File: config.mk
export PLATFORM = sky130hd
export DESIGN_NAME = int_unit_pipe
export DESIGN_NICKNAME = d
export VERILOG_FILES = /design/src/rtl/int_unit_pipe.sv
export SDC_FILE = /design/constraint.sdc
export NUM_CORES = 1
export LEC_CHECK = 0
export ABC_AREA = 1
export ABC_CLOCK_PERIOD_IN_PS = 2340
export BUFFER_PORTS_ARGS = -buffer_cell sky130_fd_sc_hd__buf_2
export CELL_PAD_IN_SITES_DETAIL_PLACEMENT = 0
export CELL_PAD_IN_SITES_GLOBAL_PLACEMENT = 1
export CORE_MARGIN = 1.5
export CORE_UTILIZATION = 38
export CTS_CLUSTER_DIAMETER = 150
export DETAILED_ROUTE_END_ITERATION = 16
export PLACE_DENSITY = 0.82
export RECOVER_POWER = 100
export SLEW_MARGIN = 10
export SYNTH_ARGS = -nofsm -noshare
export SYNTH_HDL_FRONTEND = slang
export SYNTH_SLANG_ARGS = --single-unit
File: constraint.sdc
create_clock -name clk -period 2.34 [get_ports clk]
set_clock_uncertainty 0.05 [all_clocks]
set_input_delay 0.468 -clock clk [delete_from_list [all_inputs] [get_ports clk]]
set_output_delay 0.468 -clock clk [all_outputs]
set_load 0.01 [all_outputs]
File: src/rtl/int_unit_pipe.sv
// Two-stage valid/ready immediate/integer unit: extension, upper-immediate placement,
// register+immediate sums with carry-out, and a post-increment address accumulator.
module int_unit_pipe #(
  parameter int BITSIMM = 19,
  parameter int BITSOUT = 32,
  parameter int INTUOP  = 3
) (
  input  logic               clk,
  input  logic               rst,
  input  logic               in_valid,
  output logic               in_ready,
  input  logic [BITSIMM-1:0] immediate,
  input  logic [BITSOUT-1:0] register,
  input  logic [INTUOP-1:0]  intUOP,
  output logic               out_valid,
  input  logic               out_ready,
  output logic [BITSOUT-1:0] outImmediate,
  output logic               outCarry
);

  localparam int PAD = BITSOUT - BITSIMM;

  localparam logic [INTUOP-1:0] OP_ZERO     = INTUOP'(0);
  localparam logic [INTUOP-1:0] OP_ZEXT     = INTUOP'(1);
  localparam logic [INTUOP-1:0] OP_ADD_ZEXT = INTUOP'(2);
  localparam logic [INTUOP-1:0] OP_SEXT     = INTUOP'(3);
  localparam logic [INTUOP-1:0] OP_ADD_SEXT = INTUOP'(4);
  localparam logic [INTUOP-1:0] OP_UPPER    = INTUOP'(5);
  localparam logic [INTUOP-1:0] OP_ACC_LOAD = INTUOP'(6);
  localparam logic [INTUOP-1:0] OP_ACC_STEP = INTUOP'(7);

  if (BITSIMM < 1 || BITSIMM >= BITSOUT) begin : g_bad_imm_width
    $error("int_unit_pipe: BITSIMM must satisfy 1 <= BITSIMM < BITSOUT");
  end
  if (INTUOP < 3) begin : g_bad_op_width
    $error("int_unit_pipe: INTUOP must be at least 3");
  end

  // Stage 1 holds the operands with the immediate already extended.
  logic               s1_valid_q;
  logic [INTUOP-1:0]  s1_op_q;
  logic [BITSOUT-1:0] s1_reg_q;
  logic [BITSOUT-1:0] s1_ext_q;
  logic [BITSOUT-1:0] s1_ext_d;

  logic               out_valid_q;
  logic [BITSOUT-1:0] out_res_q;
  logic [BITSOUT-1:0] out_res_d;
  logic               out_carry_q;
  logic               out_carry_d;

  logic [BITSOUT-1:0] acc_q;
  logic [BITSOUT-1:0] acc_d;

  logic [BITSOUT-1:0] z_ext;
  logic [BITSOUT-1:0] s_ext;
  logic [BITSOUT-1:0] u_ext;
  logic [BITSOUT:0]   add_wide;
  logic               s2_free;
  logic               accept;
  logic               move;
  logic               drain;

  assign z_ext = {{PAD{1'b0}}, immediate};
  assign s_ext = {{PAD{immediate[BITSIMM-1]}}, immediate};
  assign u_ext = {immediate, {PAD{1'b0}}};

  assign s2_free  = !out_valid_q || out_ready;
  assign in_ready = !s1_valid_q || s2_free;
  assign accept   = in_valid && in_ready;
  assign move     = s1_valid_q && s2_free;
  assign drain    = out_valid_q && out_ready;

  // NOTE: every always_comb output gets a default first so no path leaves it unassigned (no latch).
  always_comb begin
    s1_ext_d = '0;
    case (intUOP)
      OP_ZEXT, OP_ADD_ZEXT:                  s1_ext_d = z_ext;
      OP_SEXT, OP_ADD_SEXT,
      OP_ACC_LOAD, OP_ACC_STEP:              s1_ext_d = s_ext;
      OP_UPPER:                              s1_ext_d = u_ext;
      default:                               s1_ext_d = '0;
    endcase
  end

  assign add_wide = {1'b0, s1_reg_q} + {1'b0, s1_ext_q};

  always_comb begin
    out_res_d   = '0;
    out_carry_d = 1'b0;
    acc_d       = acc_q;
    case (s1_op_q)
      OP_ZERO: out_res_d = '0;
      OP_ZEXT, OP_SEXT, OP_UPPER: out_res_d = s1_ext_q;
      OP_ADD_ZEXT, OP_ADD_SEXT: begin
        out_res_d   = add_wide[BITSOUT-1:0];
        out_carry_d = add_wide[BITSOUT];
      end
      OP_ACC_LOAD: begin
        out_res_d   = add_wide[BITSOUT-1:0];
        out_carry_d = add_wide[BITSOUT];
        acc_d       = add_wide[BITSOUT-1:0];
      end
      // Post-increment: report the current value, then advance by the extended step.
      OP_ACC_STEP: begin
        out_res_d = acc_q;
        acc_d     = acc_q + s1_ext_q;
      end
      default: out_res_d = '0;
    endcase
  end

  // NOTE: sequential state uses non-blocking assignments so every register samples pre-edge values.
  always_ff @(posedge clk) begin
    if (rst) begin
      s1_valid_q  <= 1'b0;
      s1_op_q     <= '0;
      s1_reg_q    <= '0;
      s1_ext_q    <= '0;
      out_valid_q <= 1'b0;
      out_res_q   <= '0;
      out_carry_q <= 1'b0;
      acc_q       <= '0;
    end else begin
      if (accept) begin
        s1_valid_q <= 1'b1;
        s1_op_q    <= intUOP;
        s1_reg_q   <= register;
        s1_ext_q   <= s1_ext_d;
      end else if (move) begin
        s1_valid_q <= 1'b0;
      end

      // The accumulator advances only when its op leaves stage 1, keeping program order.
      if (move) begin
        out_valid_q <= 1'b1;
        out_res_q   <= out_res_d;
        out_carry_q <= out_carry_d;
        acc_q       <= acc_d;
      end else if (drain) begin
        out_valid_q <= 1'b0;
      end
    end
  end

  assign out_valid    = out_valid_q;
  assign outImmediate = out_res_q;
  assign outCarry     = out_carry_q;

endmodule
[Yosys cells after proc, flatten, opt, wreduce, memory -nomap -nowiden]
Index checks and enable logic that the tools add are counted.
Storage, ports and cells
  output and inout port bits: 35
  bits of input ports: 58
  word-level logic and storage cells: 48
  register bits: 134
Operators by class
  muxes and demuxes: 8
  add/subtract/negate cells: 2
  reduce and logical (&&, ||, !) cells: 16
  equal/unequal tests: 14
Operators with widths (count)
  32-bit case mux with 4 select lines: 1
  32-bit case mux with 3 select lines: 1
  32-bit case mux with 2 select lines: 1
  32-bit by 32-bit adder with 33-bit output: 1
  32-bit adder: 1
  3-bit equality test (second input constant): 8
  3-bit by 2-bit equality test with 1-bit output (second input constant): 4
  3-bit by 1-bit equality test with 1-bit output (second input constant): 2
  2-bit nonzero test: 3
  3-bit OR reduction: 2
  1-bit 2-to-1 mux: 5
  4-bit OR reduction: 1
  1-bit logical AND: 3
  3-bit logical NOT: 1
  1-bit logical NOT: 2
  1-bit logical OR: 2
  2-bit AND reduction: 1
  2-bit OR reduction: 1

[Logic depth before layout (Yosys ltp)]
  depth in word-level cells: 5
  gate-level depth with buffers: 17
  gate-level depth less buffers: 17

[Worst setup path after synthesis]
Ideal clock, no wire load.
  path kind: register to register
  from: reg s1_ext_q[0]
  to: reg out_res_q[16], in the netlist outImmediate[16]
  required time: 2.219 ns
  library setup time: 0.071 ns
  arrival: 1.938 ns
  path slack: 0.281 ns
  cell stages (with the launch flop): 16
  cells stage by stage: dfxtp_1 > ha_1 > inv_1 > fa_1 > inv_1 > nand3_1 > nand3_1 > nand2_1 > nand2_1 > nand2_1 > nand2_1 > xor2_1 > nand2_1 > nand2_1 > nand2_1 > a21oi_1
On the way
  cells in the longest elaborated chain, start to end: 2
RTL lines
  start: declaration: line 43  | logic [BITSOUT-1:0] s1_ext_q;
  start signal: assignment: line 129  | s1_ext_q <= s1_ext_d;
  32-bit by 32-bit adder with 33-bit output: line 86  | assign add_wide = {1'b0, s1_reg_q} + {1'b0, s1_ext_q};
  32-bit case mux with 4 select lines: line 92  | case (s1_op_q)
  end signal: assignment: line 137  | out_res_q <= out_res_d;
  end: declaration: line 47  | logic [BITSOUT-1:0] out_res_q;
No other way between the ends.
A chain may end at the register's enable or synchronous reset.

[Worst setup path after layout]
  from: reg s1_ext_q[23]
  to: reg acc_q[28]
On the way
  cells in the longest elaborated chain, start to end: 2
  elaborated cells on any way between the ends: 3
  those cells by class: add/sub: 2; mux: 1
RTL lines
  32-bit adder / 32-bit by 32-bit adder with 33-bit output (equally long branches): line 107, 86
  32-bit case mux with 2 select lines *: line 92
  end signal: assignment: line 123  | acc_q <= '0;
  end signal: assignment: line 139  | acc_q <= acc_d;
  end: declaration: line 52  | logic [BITSOUT-1:0] acc_q;
Every way passes the cells marked *; elsewhere a longest branch is shown, timed or not.

==> flow_summary.json <==
{
  "status": "completed",
  "htreeDepth": 4,
  "min_delay_path_depth": 3,
  "ir_worst_vdd_uv": 452.2,
  "routed_wl_um": 38240,
  "die_h_um": 169.8,
  "area_growth_pct": 18.52,
  "std_cell_rows": 60,
  "rr_worst_depth": 13,
  "p_int_mw": 4.377,
  "diodes": 0,
  "min_from": "register[26]",
  "fp.coreArea_um2": 27100,
  "num_vias": 11550,
  "fin_crit_sh": 0.9482,
  "critPathKind": "flop to flop",
  "crit_required_ns": 2.63,
  "io_buffer_count": 92,
  "gr-total-overflow": 0,
  "cts_buffers": 17,
  "final_util": 0.4621,
  "die_width_um": 169.8,
  "synth-seq-cells": 134,
  "synth_area_leaders": "dfxtp_1 (25%), nand2_1 (21%), inv_1 (9.3%)",
  "cts_tree": "built",
  "p_leak_nw": 6.262,
  "syn_nets": 1911,
  "cp_slowest_cell": "ha_1",
  "power_frac_comb": 0.183,
  "synthCells": 1788,
  "cts_hold_buf": 0,
  "p_switching_mw": 1.993,
  "p_sw_frac": 0.3129,
  "yosysWarnings": 0,
  "start_kind": "flop",
  "final_nets": 2031,
  "clk_pin_slew_ns": 0.07,
  "power.density_nw_per_um2": 508.6,
  "tightest_slew_ns": 0.5657,
  "clockBufferDepth": 2,
  "synth_cell_types": 49,
  "relSlewSlack": 0.6229,
  "final_max_slew_viol_count": 0,
  "final_common_cell": "nand2_1",
  "power.clock.fraction": 0.429,
  "reg2reg_slack_ns": 0.12,
  "ys_seq_area_frac": 0.2538,
  "grt_pass1_vias": 10960,
  "avgSynthCellArea_um2": 5.910,
  "clock_sinks": 134,
  "reg2reg_from": "s1_ext_q[23]$_SDFFE_PP0P_",
  "boundaryPins": 93,
  "yosysTopAreaCellShare": 0.2538,
  "finalPower_mw": 6.371,
  "first_pass_iters": 8,
  "worst_path_most_repeated_cell": "nand2_1",
  "wire_per_inst_um": 16.68,
  "arrival_ns": 2.51,
  "hold_ws_ns": 0.2324,
  "crit_chain": "buf_4, ha_1, nand2_1, nor2_1, nand2_1, nor3_1, nand2_1, nand2_1, nand2_1, nand3_1, nand3_1, nand2_1, inv_1",
  "critPathMaxFanout": 5,
  "clockRootBuffer": "clkbuf_16",
  "fin_crit_ns": 2.219,
  "via_per_inst": 5.035,
  "setup_violations": 0,
  "ant_nets": 0,
  "antenna_found_initial": 0,
  "drive_above_1_share": 0.1473,
  "initial_core_util": 0.3899,
  "synth_edf_count": 0,
  "layout_common_cells": "nand2_1 (582), inv_1 (260), nand3_1 (163)",
  "fmax_mhz": 450.7,
  "rsz0062_at_grt": "yes",
  "hold_class": "primary input to flop",
  "p_seq_frac": 0.389,
  "whs_endpoint": "s1_reg_q[26]$_SDFFE_PP0P_",
  "drt_iter0_markers": 830,
  "gr-usage-all-layers": 0.2709,
  "startpoint": "s1_ext_q[23]$_SDFFE_PP0P_",
  "synth-main-ff-cell": "dfxtp_1",
  "dp_hpwl_um": 30400,
  "r2r_end": "acc_q[28]$_SDFFE_PP0P_",
  "cap_violations": 0,
  "place_congestion": 0.9132,
  "async_flop_share": 0,
  "synth_top_area_cell": "dfxtp_1",
  "grt_max_degree": 86,
  "grt_pass1_wl_um": 59450,
  "syn-cell-area_um2": 10570,
  "die_area_um2": 28820,
  "drc": 0,
  "finalHoldViolations": 0,
  "critPathMaxStageDelay_ns": 0.40,
  "crit_path_end_kind": "flop",
  "clk_latency_ns": 0.44
}
==> sequential cells by signal, summed over array words and instances, names as in the netlist <==
signal	count
out_valid	1
s1_valid_q	1
outImmediate	32
s1_ext_q	32
s1_reg_q	32
acc_q	32
s1_op_q	3
outCarry	1
==> cell usage after synthesis (12+ instances only) <==
cell,instances
clkbuf_1,35
buf_2,15
nor2_1,151
o21ai_0,74
nor3_1,12
a31oi_1,14
dfxtp_1,134
nand2_1,592
a21oi_1,123
inv_1,261
nand2_2,18
ha_1,63
nand3_1,164
==> power by group through the flow <==
stage	logic [mW]	registers [mW]	clock network, mW
detailed placement	1.14	2.52	0
global route	1.29	2.48	2.87
global placement	1.13	2.52	0
floorplan	0.713	2.49	0
CTS	1.14	2.47	2.78
finish	1.16	2.48	2.73
==> final cells by class <==
class | instances | area, um2
flip-flops and latches | 134 | 2701
clock inverters | 15 | 155.1
multi-input cells | 1325 | 6789
inverters | 273 | 1025
repair buffers | 157 | 963.4
fillers | 2967 | 14580
well taps | 372 | 465.4
clock buffers | 17 | 425.4
==> kinds of logic after synthesis <==
kind of cell	synth area share
simple gates	0.3885
buf+inv	0.1217
compound gates	0.1428
flops	0.2538
fa+ha+maj	0.07838
xor+xnor	0.01480
==> layer usage <==
metal | track usage | vias to the layer above | share of wire
met2 | 0.4633 | 307 | 0.46
met5 | 0 | - | 0
met1 | 0.3436 | 5246 | 0.46
met4 | 0.1162 | 0 | 0.040
met3 | 0.03055 | 66 | 0.042
li1 | - | 5926 | -
==> stage by stage <==
step           setup slack (ns)  TNS [ns]  cells  cell area [um2]
3_5_place_dp           0.006199         0   2258            11750
4_1_cts                 0.02083         0   2290            12340
6_report                 0.1212         0   2293            12520
3_3_place_gp           -0.01158  -0.01158   2258            11750
2_1_floorplan            0.2814         0   1788            10570
5_1_grt               -0.005428  -0.01287   2293            12520
==> timing repair <==
action                     4_1_cts  5_1_grt
gates resized for setup          3       62
buffers inserted                 0        3
pin swaps                        0        3
setup endpoints to repair        3       37
==> worst max-delay path by stage <==
stage	endpoint	slack (ns)	depth (start not counted)
after floorplan	outImmediate[16]$_SDFFE_PP0P_	0.28	15
after detailed placement	outImmediate[28]$_SDFFE_PP0P_	0.006	15
after global routing	acc_q[23]$_SDFFE_PP0P_	-0.005	13
final	acc_q[28]$_SDFFE_PP0P_	0.12	13
after global placement	acc_q[28]$_SDFFE_PP0P_	-0.01	17
after CTS	acc_q[24]$_SDFFE_PP0P_	0.02	14
==> critical path: cells and delay by family (launching register included) <==
family                     cells  cell delay [ns]
adders and majority gates      1             0.40
and+or+nand+nor               10             1.17
buffers and inverters          2             0.20
DFF                            1             0.32
No activity file was read; power rests on OpenSTA's default activity.
